File: config.mk
export PLATFORM = sky130hd
export DESIGN_NAME = serial_alu_ctrl_flat
export DESIGN_NICKNAME = d
export VERILOG_FILES = /design/src/rtl/serial_alu_if.sv /design/src/rtl/serial_alu_ctrl.sv /design/src/flat_wrapper.sv
export SDC_FILE = /design/constraint.sdc
export NUM_CORES = 1
export LEC_CHECK = 0
export CAP_MARGIN = 10
export CELL_PAD_IN_SITES_DETAIL_PLACEMENT = 1
export CELL_PAD_IN_SITES_GLOBAL_PLACEMENT = 1
export CORE_MARGIN = 8
export CORE_UTILIZATION = 34
export DETAILED_ROUTE_END_ITERATION = 6
export PLACE_DENSITY = 0.69
export SYNTH_ARGS = -nofsm -noshare
export SYNTH_HDL_FRONTEND = slang
export SYNTH_SLANG_ARGS = --single-unit
File: constraint.sdc
create_clock -name clk -period 13.1 [get_ports clk]
set_input_delay 1.31 -clock clk [delete_from_list [all_inputs] [get_ports clk]]
set_output_delay 1.31 -clock clk [all_outputs]
set_load 0.02 [all_outputs]
File: src/rtl/serial_alu_if.sv
// Bundles the issue-side handshake, result bus and 1-bit ALU slice wires of serial_alu_ctrl.
// Latency: none, wires only.
// Backpressure: none; issue side sees busy/done, the slice is purely combinational.
// Modports:
//   master : issue logic  (drives start/op/a/b, sees busy/done/result/zero/overflow)
//   slave  : the sequencer (serial_alu_ctrl)
//   slice  : the external 1-bit ALU slice (sees slice controls, returns result/cout)
interface serial_alu_if #(
  parameter int WIDTH = 32
);
  logic             start;
  logic [3:0]       op;
  logic [WIDTH-1:0] a;
  logic [WIDTH-1:0] b;
  logic             busy;
  logic             done;
  logic [WIDTH-1:0] result;
  logic             zero;
  logic             overflow;
  logic             slice_a;
  logic             slice_b;
  logic             slice_ainvert;
  logic             slice_binvert;
  logic             slice_cin;
  logic             slice_less;
  logic [1:0]       slice_s;
  logic             slice_result;
  logic             slice_cout;

  modport master (
    output start, op, a, b,
    input  busy, done, result, zero, overflow
  );

  modport slave (
    input  start, op, a, b,
    output busy, done, result, zero, overflow,
    output slice_a, slice_b, slice_ainvert, slice_binvert, slice_cin, slice_less, slice_s,
    input  slice_result, slice_cout
  );

  modport slice (
    input  slice_a, slice_b, slice_ainvert, slice_binvert, slice_cin, slice_less, slice_s,
    output slice_result, slice_cout
  );
endinterface

File: src/rtl/serial_alu_ctrl.sv
// Bit-serial MIPS-style ALU sequencer driving one external 1-bit ALU slice, LSB first.
// Latency: WIDTH cycles from the accepting edge to done (WIDTH+1 for SLT).
// Backpressure: start is only sampled in IDLE; busy is high in RUN/SLT_FIX, done pulses one cycle.
// Ports:
//   clk, rst : rising-edge clock, asynchronous active-high reset
//   bus      : serial_alu_if.slave -- start/op/a/b in, busy/done/result/zero/overflow out,
//              slice_* controls out, slice_result/slice_cout back from the slice
module serial_alu_ctrl #(
  parameter int WIDTH = 32
) (
  input  logic         clk,
  input  logic         rst,
  serial_alu_if.slave  bus
);

  localparam int             CW   = (WIDTH > 1) ? $clog2(WIDTH) : 1;
  localparam logic [CW-1:0]  LAST = CW'(WIDTH - 1);

  localparam logic [3:0] OP_AND = 4'b0000;
  localparam logic [3:0] OP_OR  = 4'b0001;
  localparam logic [3:0] OP_ADD = 4'b0010;
  localparam logic [3:0] OP_SUB = 4'b0110;
  localparam logic [3:0] OP_SLT = 4'b0111;
  localparam logic [3:0] OP_NOR = 4'b1100;

  typedef enum logic [1:0] {
    IDLE    = 2'd0,
    RUN     = 2'd1,
    SLT_FIX = 2'd2,
    DONE    = 2'd3
  } state_t;

  state_t           state;
  logic [CW-1:0]    cnt;
  logic             carry;
  logic [WIDTH-1:0] a_r;
  logic [WIDTH-1:0] b_r;
  logic [3:0]       op_r;
  logic [WIDTH-1:0] work;
  logic             msb_sum;
  // Raw signed-overflow of the last bit; kept for every op because SLT needs it
  // to correct the sign, but only reported on the overflow output for ADD/SUB.
  logic             ovf_int;

  logic             busy_r;
  logic             done_r;
  logic [WIDTH-1:0] result_r;
  logic             zero_r;
  logic             overflow_r;

  logic             s_a;
  logic             s_b;
  logic             s_ainv;
  logic             s_binv;
  logic             s_cin;
  logic             s_less;
  logic [1:0]       s_sel;
  logic [WIDTH-1:0] work_nxt;

  logic             is_sub;
  logic             is_arith;
  logic             is_last;

  assign is_sub   = (op_r == OP_SUB) || (op_r == OP_SLT);
  assign is_arith = (op_r == OP_ADD) || (op_r == OP_SUB);
  assign is_last  = (cnt == LAST);

  // Slice controls are decoded from registered state only, so they are stable
  // for the whole cycle and the slice settles before the next edge.
  always_comb begin
    s_a    = 1'b0;
    s_b    = 1'b0;
    s_ainv = 1'b0;
    s_binv = 1'b0;
    s_cin  = 1'b0;
    s_less = 1'b0;
    s_sel  = 2'b00;
    case (state)
      RUN: begin
        s_a   = a_r[cnt];
        s_b   = b_r[cnt];
        s_cin = (cnt == '0) ? is_sub : carry;
        case (op_r)
          OP_AND: s_sel = 2'b00;
          OP_OR:  s_sel = 2'b01;
          OP_ADD: s_sel = 2'b10;
          OP_SUB,
          OP_SLT: begin
            s_sel  = 2'b10;
            s_binv = 1'b1;
          end
          OP_NOR: begin
            s_sel  = 2'b00;
            s_ainv = 1'b1;
            s_binv = 1'b1;
          end
          default: begin
            // Unknown code: AND with a forced-zero A bit gives a zero result.
            s_sel = 2'b00;
            s_a   = 1'b0;
          end
        endcase
      end
      SLT_FIX: begin
        s_a    = a_r[0];
        s_b    = b_r[0];
        s_sel  = 2'b11;
        s_binv = 1'b1;
        s_cin  = 1'b1;
        // True sign of a-b is the MSB of the difference corrected by overflow.
        s_less = msb_sum ^ ovf_int;
      end
      default: ;
    endcase
  end

  // Work register with the current bit merged in, so the edge leaving RUN can
  // load result/zero from the complete value.
  always_comb begin
    work_nxt      = work;
    work_nxt[cnt] = bus.slice_result;
  end

  always_ff @(posedge clk or posedge rst) begin
    if (rst) begin
      state      <= IDLE;
      cnt        <= '0;
      carry      <= 1'b0;
      a_r        <= '0;
      b_r        <= '0;
      op_r       <= '0;
      work       <= '0;
      msb_sum    <= 1'b0;
      ovf_int    <= 1'b0;
      busy_r     <= 1'b0;
      done_r     <= 1'b0;
      result_r   <= '0;
      zero_r     <= 1'b0;
      overflow_r <= 1'b0;
    end else begin
      done_r <= 1'b0;
      case (state)
        IDLE: begin
          if (bus.start) begin
            a_r    <= bus.a;
            b_r    <= bus.b;
            op_r   <= bus.op;
            cnt    <= '0;
            carry  <= 1'b0;
            busy_r <= 1'b1;
            state  <= RUN;
          end
        end
        RUN: begin
          work  <= work_nxt;
          carry <= bus.slice_cout;
          if (is_last) begin
            msb_sum <= bus.slice_result;
            ovf_int <= s_cin ^ bus.slice_cout;
            if (op_r == OP_SLT) begin
              state <= SLT_FIX;
            end else begin
              result_r   <= work_nxt;
              zero_r     <= (work_nxt == '0);
              overflow_r <= is_arith & (s_cin ^ bus.slice_cout);
              busy_r     <= 1'b0;
              done_r     <= 1'b1;
              state      <= DONE;
            end
          end else begin
            cnt <= cnt + 1'b1;
          end
        end
        SLT_FIX: begin
          work       <= {{(WIDTH-1){1'b0}}, bus.slice_result};
          result_r   <= {{(WIDTH-1){1'b0}}, bus.slice_result};
          zero_r     <= ~bus.slice_result;
          overflow_r <= 1'b0;
          busy_r     <= 1'b0;
          done_r     <= 1'b1;
          state      <= DONE;
        end
        DONE: begin
          state <= IDLE;
        end
        default: state <= IDLE;
      endcase
    end
  end

  assign bus.busy          = busy_r;
  assign bus.done          = done_r;
  assign bus.result        = result_r;
  assign bus.zero          = zero_r;
  assign bus.overflow      = overflow_r;
  assign bus.slice_a       = s_a;
  assign bus.slice_b       = s_b;
  assign bus.slice_ainvert = s_ainv;
  assign bus.slice_binvert = s_binv;
  assign bus.slice_cin     = s_cin;
  assign bus.slice_less    = s_less;
  assign bus.slice_s       = s_sel;

endmodule
File: src/flat_wrapper.sv
// flat-port wrapper written by rule: the top's interface ports become plain ports
module serial_alu_ctrl_flat 
#(
  parameter int WIDTH = 32
)
  (clk, rst, bus_start, bus_op, bus_a, bus_b, bus_busy, bus_done, bus_result, bus_zero, bus_overflow, bus_slice_a, bus_slice_b, bus_slice_ainvert, bus_slice_binvert, bus_slice_cin, bus_slice_less, bus_slice_s, bus_slice_result, bus_slice_cout);
  serial_alu_if #(.WIDTH(WIDTH)) bus_i ();
  input  logic clk;
  input  logic rst;
  input wire logic [$bits(bus_i.start)-1:0] bus_start;
  input wire logic [$bits(bus_i.op)-1:0] bus_op;
  input wire logic [$bits(bus_i.a)-1:0] bus_a;
  input wire logic [$bits(bus_i.b)-1:0] bus_b;
  output wire logic [$bits(bus_i.busy)-1:0] bus_busy;
  output wire logic [$bits(bus_i.done)-1:0] bus_done;
  output wire logic [$bits(bus_i.result)-1:0] bus_result;
  output wire logic [$bits(bus_i.zero)-1:0] bus_zero;
  output wire logic [$bits(bus_i.overflow)-1:0] bus_overflow;
  output wire logic [$bits(bus_i.slice_a)-1:0] bus_slice_a;
  output wire logic [$bits(bus_i.slice_b)-1:0] bus_slice_b;
  output wire logic [$bits(bus_i.slice_ainvert)-1:0] bus_slice_ainvert;
  output wire logic [$bits(bus_i.slice_binvert)-1:0] bus_slice_binvert;
  output wire logic [$bits(bus_i.slice_cin)-1:0] bus_slice_cin;
  output wire logic [$bits(bus_i.slice_less)-1:0] bus_slice_less;
  output wire logic [$bits(bus_i.slice_s)-1:0] bus_slice_s;
  input wire logic [$bits(bus_i.slice_result)-1:0] bus_slice_result;
  input wire logic [$bits(bus_i.slice_cout)-1:0] bus_slice_cout;
  assign bus_i.start = bus_start;
  assign bus_i.op = bus_op;
  assign bus_i.a = bus_a;
  assign bus_i.b = bus_b;
  assign bus_busy = bus_i.busy;
  assign bus_done = bus_i.done;
  assign bus_result = bus_i.result;
  assign bus_zero = bus_i.zero;
  assign bus_overflow = bus_i.overflow;
  assign bus_slice_a = bus_i.slice_a;
  assign bus_slice_b = bus_i.slice_b;
  assign bus_slice_ainvert = bus_i.slice_ainvert;
  assign bus_slice_binvert = bus_i.slice_binvert;
  assign bus_slice_cin = bus_i.slice_cin;
  assign bus_slice_less = bus_i.slice_less;
  assign bus_slice_s = bus_i.slice_s;
  assign bus_i.slice_result = bus_slice_result;
  assign bus_i.slice_cout = bus_slice_cout;
  serial_alu_ctrl #(.WIDTH(WIDTH)) u_core (.clk(clk), .rst(rst), .bus(bus_i));
endmodule
# After elaboration in Yosys (flattened, before gate mapping)
# Index checks and enable logic that the tools add are counted.
word_totals:
  regBits: 146
  wordCells: 99
op_classes:
  addsub: 1
  n_lt_le_gt_ge: 2
  n_eq_ne: 13
  n_mux: 45
  n_bitwise: 4
  reduce_logical: 20
ops:
  columns: ["operator", "n"]
  rows:
  - ["case mux 32 bit (2 select lines)", 2]
  - ["2-to-1 mux 32 bit", 2]
  - ["bitwise mux 32 bit", 1]
  - ["zero test 32 bit", 1]
  - ["2-to-1 mux 1 bit", 20]
  - ["case mux 1 bit (2 select lines)", 8]
  - ["binary-select mux 1 bit (select 5 bit)", 2]
  - ["2-to-1 mux 5 bit", 2]
  - ["case mux 5 bit (2 select lines)", 1]
  - ["== test 4 x 3 -> 1 bit (second input constant)", 2]
  - ["case mux 2 bit (2 select lines)", 2]
  - ["case mux 2 bit (4 select lines)", 1]
  - ["AND reduction 2 bit", 4]
  - ["less-than comparator 5 x 6 -> 1 bit (second input constant)", 1]
  - ["inequality test 2 bit (second input constant)", 3]
  - ["AND reduction 3 bit", 2]
  - ["OR reduction 3 bit", 2]
  - ["OR reduction 6 bit", 1]
  - ["adder 5 x 1 -> 5 bit (second input constant)", 1]
  - ["demux 1 bit (select 5 bit)", 1]
  - ["== test 5 bit (second input constant)", 1]
  - [">= comparator 5 x 1 -> 1 bit (second input constant)", 1]
  - ["zero test 5 bit", 1]
  - ["== test 2 bit (second input constant)", 2]
  - ["other kinds (17)", 21]

# Logic depth before layout (Yosys ltp)
# Gate-level depths: netlist of the first run.
depth:
  ltp_word: 9
  mapped_depth: 11

# Worst setup path before layout of the first run
# No wires, ideal clock.
synth_timing:
  path_kind: "register to output"
  from: "reg u_core.cnt[0]"
  to: "out bus_slice_a"
  arrival_time_ns: 2.078
  t_required_ns: 11.790
  path_slack_ns: 9.712
  stages_incl_launch_ff: 8
  cell_sequence: "dfrtp_1 > buf_2 > buf_2 > inv_1 > mux2_2 > nand2_1 > a32o_1 > a221oi_1"
synth_via:
  elab_chain_cells: 4
synth_lines:
  columns: ["element", "line_no", "rtl"]
  rows:
  - ["start: declaration", "serial_alu_ctrl.sv:34", "logic [CW-1:0] cnt;"]
  - ["start signal: assignment", "serial_alu_ctrl.sv:171", "cnt <= cnt + 1'b1;"]
  - ["binary-select mux 1 bit (select 5 bit)", "serial_alu_ctrl.sv:80", "s_a = a_r[cnt];"]
  - ["2-to-1 mux 1 bit (implied by the code)", "serial_alu_ctrl.sv:80", null]
  - ["2-to-1 mux 1 bit", "serial_alu_ctrl.sv:83", "case (op_r)"]
  - ["case mux 1 bit (2 select lines)", "serial_alu_ctrl.sv:78", "case (state)"]
  - ["end: declaration", "flat_wrapper.sv:19", "output wire logic [$bits(bus_i.slice_a)-1:0] bus_slice_a;"]
# No other way between the ends. The select of a mux whose other input is x is not followed.

# Final worst setup path of the first run
layout_timing:
  from: "reg u_core.state[0]"
  to: "out bus_slice_b"
layout_via:
  elab_chain_cells: 2
  word_cells_on_any_way: 3
  classes_between: "2 x eq/ne; 1 x mux"
layout_lines:
  columns: ["element", "line_no", "rtl"]
  rows:
  - ["start: declaration", "serial_alu_ctrl.sv:33", "state_t state;"]
  - ["start signal: assignment", "serial_alu_ctrl.sv:126", "state <= IDLE;"]
  - ["start signal: assignment", "serial_alu_ctrl.sv:151", "state <= RUN;"]
  - ["start signal: assignment", "serial_alu_ctrl.sv:161", "state <= SLT_FIX;"]
  - ["== test 2 bit / == test 2 x 1 -> 1 bit (equally long branches)", "serial_alu_ctrl.sv:78", null]
  - ["case mux 1 bit (2 select lines) *", "serial_alu_ctrl.sv:78", null]
  - ["end: declaration", "flat_wrapper.sv:20", "output wire logic [$bits(bus_i.slice_b)-1:0] bus_slice_b;"]
# Every way passes the cells marked *; elsewhere a longest branch is shown, timed or not.

==> results.sh, run 1 <==
export IMPL_min_to="u_core.bus.result[13]"
export IMPL_hp_start="u_core.bus.result[13]"
export IMPL_final_nets=790
export IMPL_grt_pass1_wl_um=32700
export IMPL_post_cts_buffers=0
export IMPL_worst_pin_slew_ps=1100
export IMPL_status="finished clean"
export IMPL_irDropWorstVdd_mv=0.113
export IMPL_grt_max_degree=93
export IMPL_syn_avg_cell_area_um2=11.9
export IMPL_power_frac_comb=0.411
export IMPL_via_per_inst=5.33
export IMPL_syn_inst=615
export IMPL_yosysSeqAreaShare=0.500
export IMPL_ys_ff_latch=146
export IMPL_final_setup_viol_count=0
export IMPL_timing_rr_end="u_core.bus.zero"
export IMPL_crit_required_ps=11790
export IMPL_cts_sinks=146
export IMPL_firstDrtPassIters=4
export IMPL_drc_errors=0
export IMPL_crit_type="reg2out"
export IMPL_hold_violations=0
export IMPL_clk_pin_slew_ps=70
export IMPL_yosysMostFrequentCell="dfrtp_1"
export IMPL_place_gp_congestion=0.750
export IMPL_critPathSlowestCell="clkdlybuf4s50_1"
export IMPL_crit_chain="inv_1 > ha_1 > inv_1 > a311oi_1 > clkdlybuf4s50_1"
export IMPL_clockBufferDepth=2
export IMPL_synth_edf_count=0
export IMPL_crit_buf_inv=3
export IMPL_setup_tns_ps=0
export IMPL_synthDistinctLibCells=56
export IMPL_max_slew_margin=0.267
export IMPL_drt_iter0_markers=260
export IMPL_htreeDepth=4
export IMPL_rsz0062_at_grt="no"
export IMPL_hold_class="reg2reg"
export IMPL_fp_row_count=53
export IMPL_cp_slowest_stage_delay_ps=740
export IMPL_synth_area_leader_cell="dfrtp_1"
export IMPL_coreArea_um2=21000
export IMPL_seqPwrFrac=0.352
export IMPL_cts_tree="done"
export IMPL_drive_gt1_frac=0.197
export IMPL_power_frac_clock=0.237
export IMPL_die_h_um=163
export IMPL_synth_commonest_cells="dfrtp_1, mux2_2, nand2_1"
export IMPL_crit_family="buffers and inverters"
export IMPL_fmax_mhz=206
export IMPL_syn2layout_area_growth_pct=26.6
export IMPL_end_kind="output pin"
export IMPL_antenna_found_initial=1
export IMPL_ys_top_cells_by_area="dfrtp_1, mux2_2, mux2i_1"
export IMPL_vias=5311
export IMPL_initial_utilization=0.347
export IMPL_syn_area_um2=7300
export IMPL_wl_per_cell_um=20.2
export IMPL_p_switching_uw=792
export IMPL_syn_nets=697
export IMPL_worstPathArrival_ps=3540
export IMPL_cp_start_kind="flop"
export IMPL_hold_buffers=0
export IMPL_slew_viol_final=0
export IMPL_yosysTopAreaCellShare=0.500
export IMPL_dieArea_um2=26400
export IMPL_p_per_area_nw_per_um2=224
export IMPL_yosysWarnings=0
export IMPL_portBuffers=116
export IMPL_place_hpwl_um=14000
export IMPL_yosys_most_used_dff="dfrtp_1"
export IMPL_rrSetupSlack_ps=9000
export IMPL_io_pin_count=117
export IMPL_final_antenna_net_count=0
export IMPL_min_path_cells=2
export IMPL_drv_cap=0
export IMPL_cts_resized=0
export IMPL_clk_latency_ps=430
export IMPL_period_needed_ps=4850
export IMPL_chipWidth_um=163
export IMPL_leakagePower_uw=0.00388
export IMPL_cts_made_buffers=17
export IMPL_grt_overflow=0
export IMPL_ys_async_sr_fraction=1.00
export IMPL_path_common_cell="inv_1"
export IMPL_p_total_uw=2070
export IMPL_p_int_uw=1280
export IMPL_grt_pass1_vias=5999
export IMPL_rr_worst_depth=9
export IMPL_n_antenna_cell=0
export IMPL_finClkSkew_ps=8.89
export IMPL_cp_max_fo=29
export IMPL_cts_root_buf="clkbuf_16"
export IMPL_routed_wl_um=20100
export IMPL_finalCritPeriodShare=0.370
export IMPL_nFillCells=2210
export IMPL_grt_use_total=0.156
export IMPL_reg2reg_from="u_core.cnt[1]"
export IMPL_sw_frac_of_total=0.382
## placed cells by master, fill, tap and decap left out, drive strengths merged, types with 2 or more instances in the layout
cell type / n
a21o: 2
a21oi: 16
a32o: 2
and2: 2
and4b: 2
buf: 8
clkbuf: 17
clkdlybuf4s50: 116
clkinv: 3
dfrtp: 146
ha: 9
inv: 19
mux2: 82
mux2i: 36
mux4: 16
nand2: 55
nand2b: 13
nand3: 3
nand3b: 3
nand4: 9
nand4b: 15
nor2: 26
nor2b: 5
nor3: 5
nor3b: 4
nor4b: 3
nor4bb: 8
o21a: 3
o21ai: 34
o2bb2ai: 23
o311ai: 2
o31ai: 7
o32ai: 2
or3: 2
xor2: 2
## cell type report
cell class              instances  area (um^2)  share of cell area
flip-flops and latches        146         3650               0.395
multi-input cells             410         3400               0.368
repair buffers                124         1220               0.132
clock buffers                  17          425              0.0460
well taps                     275          344              0.0372
clock inverters                15          161              0.0175
inverters                       9         38.8             0.00420
## kinds of logic after synthesis
| logic type | count (synthesis) | synth area share |
|---|---|---|
| DFF | 146 | 0.500 |
| buffers and inverters | 59 | 0.0346 |
| muxes | 134 | 0.225 |
| AOI/OAI and AO/OA | 106 | 0.102 |
| and+or+nand+nor | 159 | 0.120 |
| xor gates and xnor gates | 2 | 0.00240 |
| adders and majority gates | 9 | 0.0154 |
## power groups by stage
stage / Clock (uW) / Sequential (uW) / Combinational, uW
3_3_place_gp: 0 / 730 / 821
4_1_cts: 504 / 732 / 865
3_5_place_dp: 0 / 739 / 858
5_1_grt: 519 / 754 / 931
6_report: 491 / 731 / 852
2_1_floorplan: 0 / 690 / 637
## worst max path at each step
stage,start,end,slack [ps],cells past startpoint
floorplan,rst,u_core.a_r[0],7870,1
global placement,u_core.cnt[0],bus_slice_a,8820,6
detailed placement,u_core.state[0],bus_slice_b,8690,5
CTS,u_core.state[0],bus_slice_b,8200,5
global route,u_core.state[0],bus_slice_a,8050,5
finish,u_core.state[0],bus_slice_b,8250,5
## sequential cells by signal, indices dropped and copies added, names as in the netlist
name / cells
u_core.carry: 1
u_core.bus.overflow: 1
u_core.bus.result: 32
u_core.ovf_int: 1
u_core.bus.done: 1
u_core.cnt: 5
u_core.a_r: 32
u_core.bus.busy: 1
u_core.state: 2
u_core.bus.zero: 1
u_core.msb_sum: 1
u_core.work: 32
u_core.b_r: 32
u_core.op_r: 4
## metal layers
metal	track usage	share of wire	routed length (um)
met1	0.193	0.44	8850
met2	0.258	0.49	9960
met3	0.0463	0.049	989
met4	0.0455	0.016	325
met5	0	0.00065	13
## metrics by stage
stage	instances	utilization	hold slack [ps]	worst slack (ps)	cell area, um^2
finish	996	0.440	480	8250	9240
global route	996	0.440	499	8050	9240
CTS	996	0.440	490	8200	9240
detailed placement	964	0.412	475	8690	8660
global placement	964	0.412	466	8820	8660
floorplan	615	-	454	7870	7300
## tightest hold or removal path: stages (launching register included)
cell     delay, ps
dfrtp_1        340
nand2_1         50
o21ai_0         60
(Power assumes the default switching activity.)
==> run 2, diff against run 1 <==
--- a/config.mk
+++ b/config.mk
@@ -11,7 +11,7 @@
 export CORE_MARGIN = 8
 export CORE_UTILIZATION = 34
 export DETAILED_ROUTE_END_ITERATION = 6
-export PLACE_DENSITY = 0.69
+export PLACE_DENSITY = 0.71
 export SYNTH_ARGS = -nofsm -noshare
 export SYNTH_HDL_FRONTEND = slang
 export SYNTH_SLANG_ARGS = --single-unit
==> constraint.sdc (replaced) <==
create_clock -name clk -period 4 [get_ports clk]
set_input_delay 0.4 -clock clk [delete_from_list [all_inputs] [get_ports clk]]
set_output_delay 0.4 -clock clk [all_outputs]
set_load 0.02 [all_outputs]
==> run 2 against run 1 <==
Against the previous run:
- sequential power grew to 3.3 times the previous value
- hold slack better by 2.3 ps
- critical path depth did not move
- highest routed layer unchanged
- clock power increased to 3.2 times the previous value
- routed wire length rose by 0.92%
==> results.sh, run 2 (same netlist as run 1, synthesis figures left out) <==
export IMPL_status="finished clean"
export IMPL_grt_use_total=0.160
export IMPL_rsz0062_at_grt="no"
export IMPL_cts_root_buf="clkbuf_16"
export IMPL_worst_pin_slew_ps=1110
export IMPL_cts_resized=0
export IMPL_leakagePower_uw=0.00391
export IMPL_slew_viol_final=0
export IMPL_clk_latency_ps=430
export IMPL_routed_wl_um=20300
export IMPL_cts_made_buffers=17
export IMPL_hold_class="reg2reg"
export IMPL_end_kind="output pin"
export IMPL_wl_per_cell_um=20.3
export IMPL_p_per_area_nw_per_um2=734
export IMPL_post_cts_buffers=0
export IMPL_initial_utilization=0.347
export IMPL_hold_violations=0
export IMPL_grt_overflow=0
export IMPL_syn2layout_area_growth_pct=27.4
export IMPL_hold_buffers=0
export IMPL_fmax_mhz=277
export IMPL_grt_pass1_wl_um=33600
export IMPL_period_needed_ps=3620
export IMPL_place_hpwl_um=14500
export IMPL_multi_input_area_um2=3400
export IMPL_vias=5395
export IMPL_clk_pin_slew_ps=70
export IMPL_mostFrequentLayoutCell="dfrtp_1"
export IMPL_worstPathArrival_ps=3220
export IMPL_final_setup_viol_count=0
export IMPL_final_nets=796
export IMPL_coreArea_um2=21000
export IMPL_place_gp_congestion=0.762
export IMPL_antenna_found_initial=1
export IMPL_cp_start_kind="flop"
export IMPL_crit_required_ps=3600
export IMPL_via_per_inst=5.38
export IMPL_irDropWorstVdd_mv=0.344
export IMPL_clockBufferDepth=2
export IMPL_htreeDepth=4
export IMPL_grt_max_degree=147
export IMPL_n_antenna_cell=0
export IMPL_final_cell_mix="dfrtp_1, clkdlybuf4s50_1, mux2_2"
export IMPL_nFillCells=2201
export IMPL_grt_pass1_vias=6071
export IMPL_post_place_ws_ps=802
export IMPL_finClkSkew_ps=9.72
export IMPL_cts_sinks=146
export IMPL_p_total_uw=6830
export IMPL_drive_gt1_frac=0.204
export IMPL_fp_row_count=53
export IMPL_max_slew_margin=0.260
export IMPL_dieArea_um2=26400
export IMPL_cts_tree="done"
export IMPL_chipWidth_um=163
export IMPL_finalCritPeriodShare=0.904
export IMPL_cp_max_fo=14
export IMPL_drt_iter0_markers=285
export IMPL_final_antenna_net_count=0
export IMPL_setup_tns_ps=0
export IMPL_crit_type="reg2out"
export IMPL_die_h_um=163
export IMPL_io_pin_count=117
export IMPL_setup_ws_ps=383
export IMPL_register_area_um2=3650
export IMPL_portBuffers=116
export IMPL_drv_cap=0
export IMPL_drc_errors=0
export IMPL_firstDrtPassIters=4
-- run 2: changes by cell type in the layout (fill, tap and decap cells not counted) --
cell,before,now
inv_8,4,7
clkinv_4,2,0
clkinvlp_4,1,2
bufinv_16,1,0
clkinv_8,0,1
buf_4,8,12
buf_12,0,2
inv_6,8,6
-- run 2: critical path, stage by stage, from the launching register on --
cell and delay, ps:
dfrtp_1 780, mux4_2 590, mux2_2 270, a222oi_1 340
a311oi_1 170, clkdlybuf4s50_1 630
-- run 2: power by group --
| part | switching [uW] | internal, uW | total, uW | leakage [uW] |
|---|---|---|---|---|
| registers | 428 | 1970 | 2400 | 0.00187 |
| logic | 1480 | 1360 | 2840 | 0.00176 |
| clock network | 745 | 840 | 1590 | 0.000286 |
-- run 2: metrics by stage --
stage	hold slack [ps]	util	cell area [um^2]	cells
after floorplan	454	-	7310	615
after global placement	464	0.415	8720	970
after detailed placement	474	0.415	8720	970
after CTS	489	0.443	9310	1002
after global routing	503	0.443	9310	1002
final	483	0.443	9310	1002
-- run 2: worst paths after layout --
path / end / cells after the start / from / slack, ps
max: bus_slice_b / 5 / u_core.cnt[0] / 380
min: u_core.bus.result[22] / 2 / u_core.bus.result[22] / 480
max reg2reg: u_core.bus.zero / 7 / u_core.cnt[0] / 790
min reg2reg: u_core.bus.result[22] / 2 / u_core.bus.result[22] / 480
max in group asynchronous: u_core.bus.result[19] / 3 / rst / 2850
min in group asynchronous: u_core.op_r[1] / 3 / rst / 520
-- run 2: per-layer routing --
| metal | part of all wire | wire length (um) | vias up | global-route usage |
|---|---|---|---|---|
| li1 | - | - | 2468 | - |
| met1 | 0.43 | 8660 | 2757 | 0.194 |
| met2 | 0.51 | 10300 | 143 | 0.275 |
| met3 | 0.053 | 1080 | 25 | 0.0432 |
| met4 | 0.013 | 264 | 2 | 0.0425 |
| met5 | 0.00044 | 9 | - | 0 |
-- run 2: layout make-up --
class / count / share of cell area
inverter: 9 / 0.00403
sequential: 146 / 0.393
clock buffer: 17 / 0.0457
multi-input combinational: 410 / 0.365
tap: 275 / 0.0370
clock inverter: 15 / 0.0167
timing repair buffer: 130 / 0.139
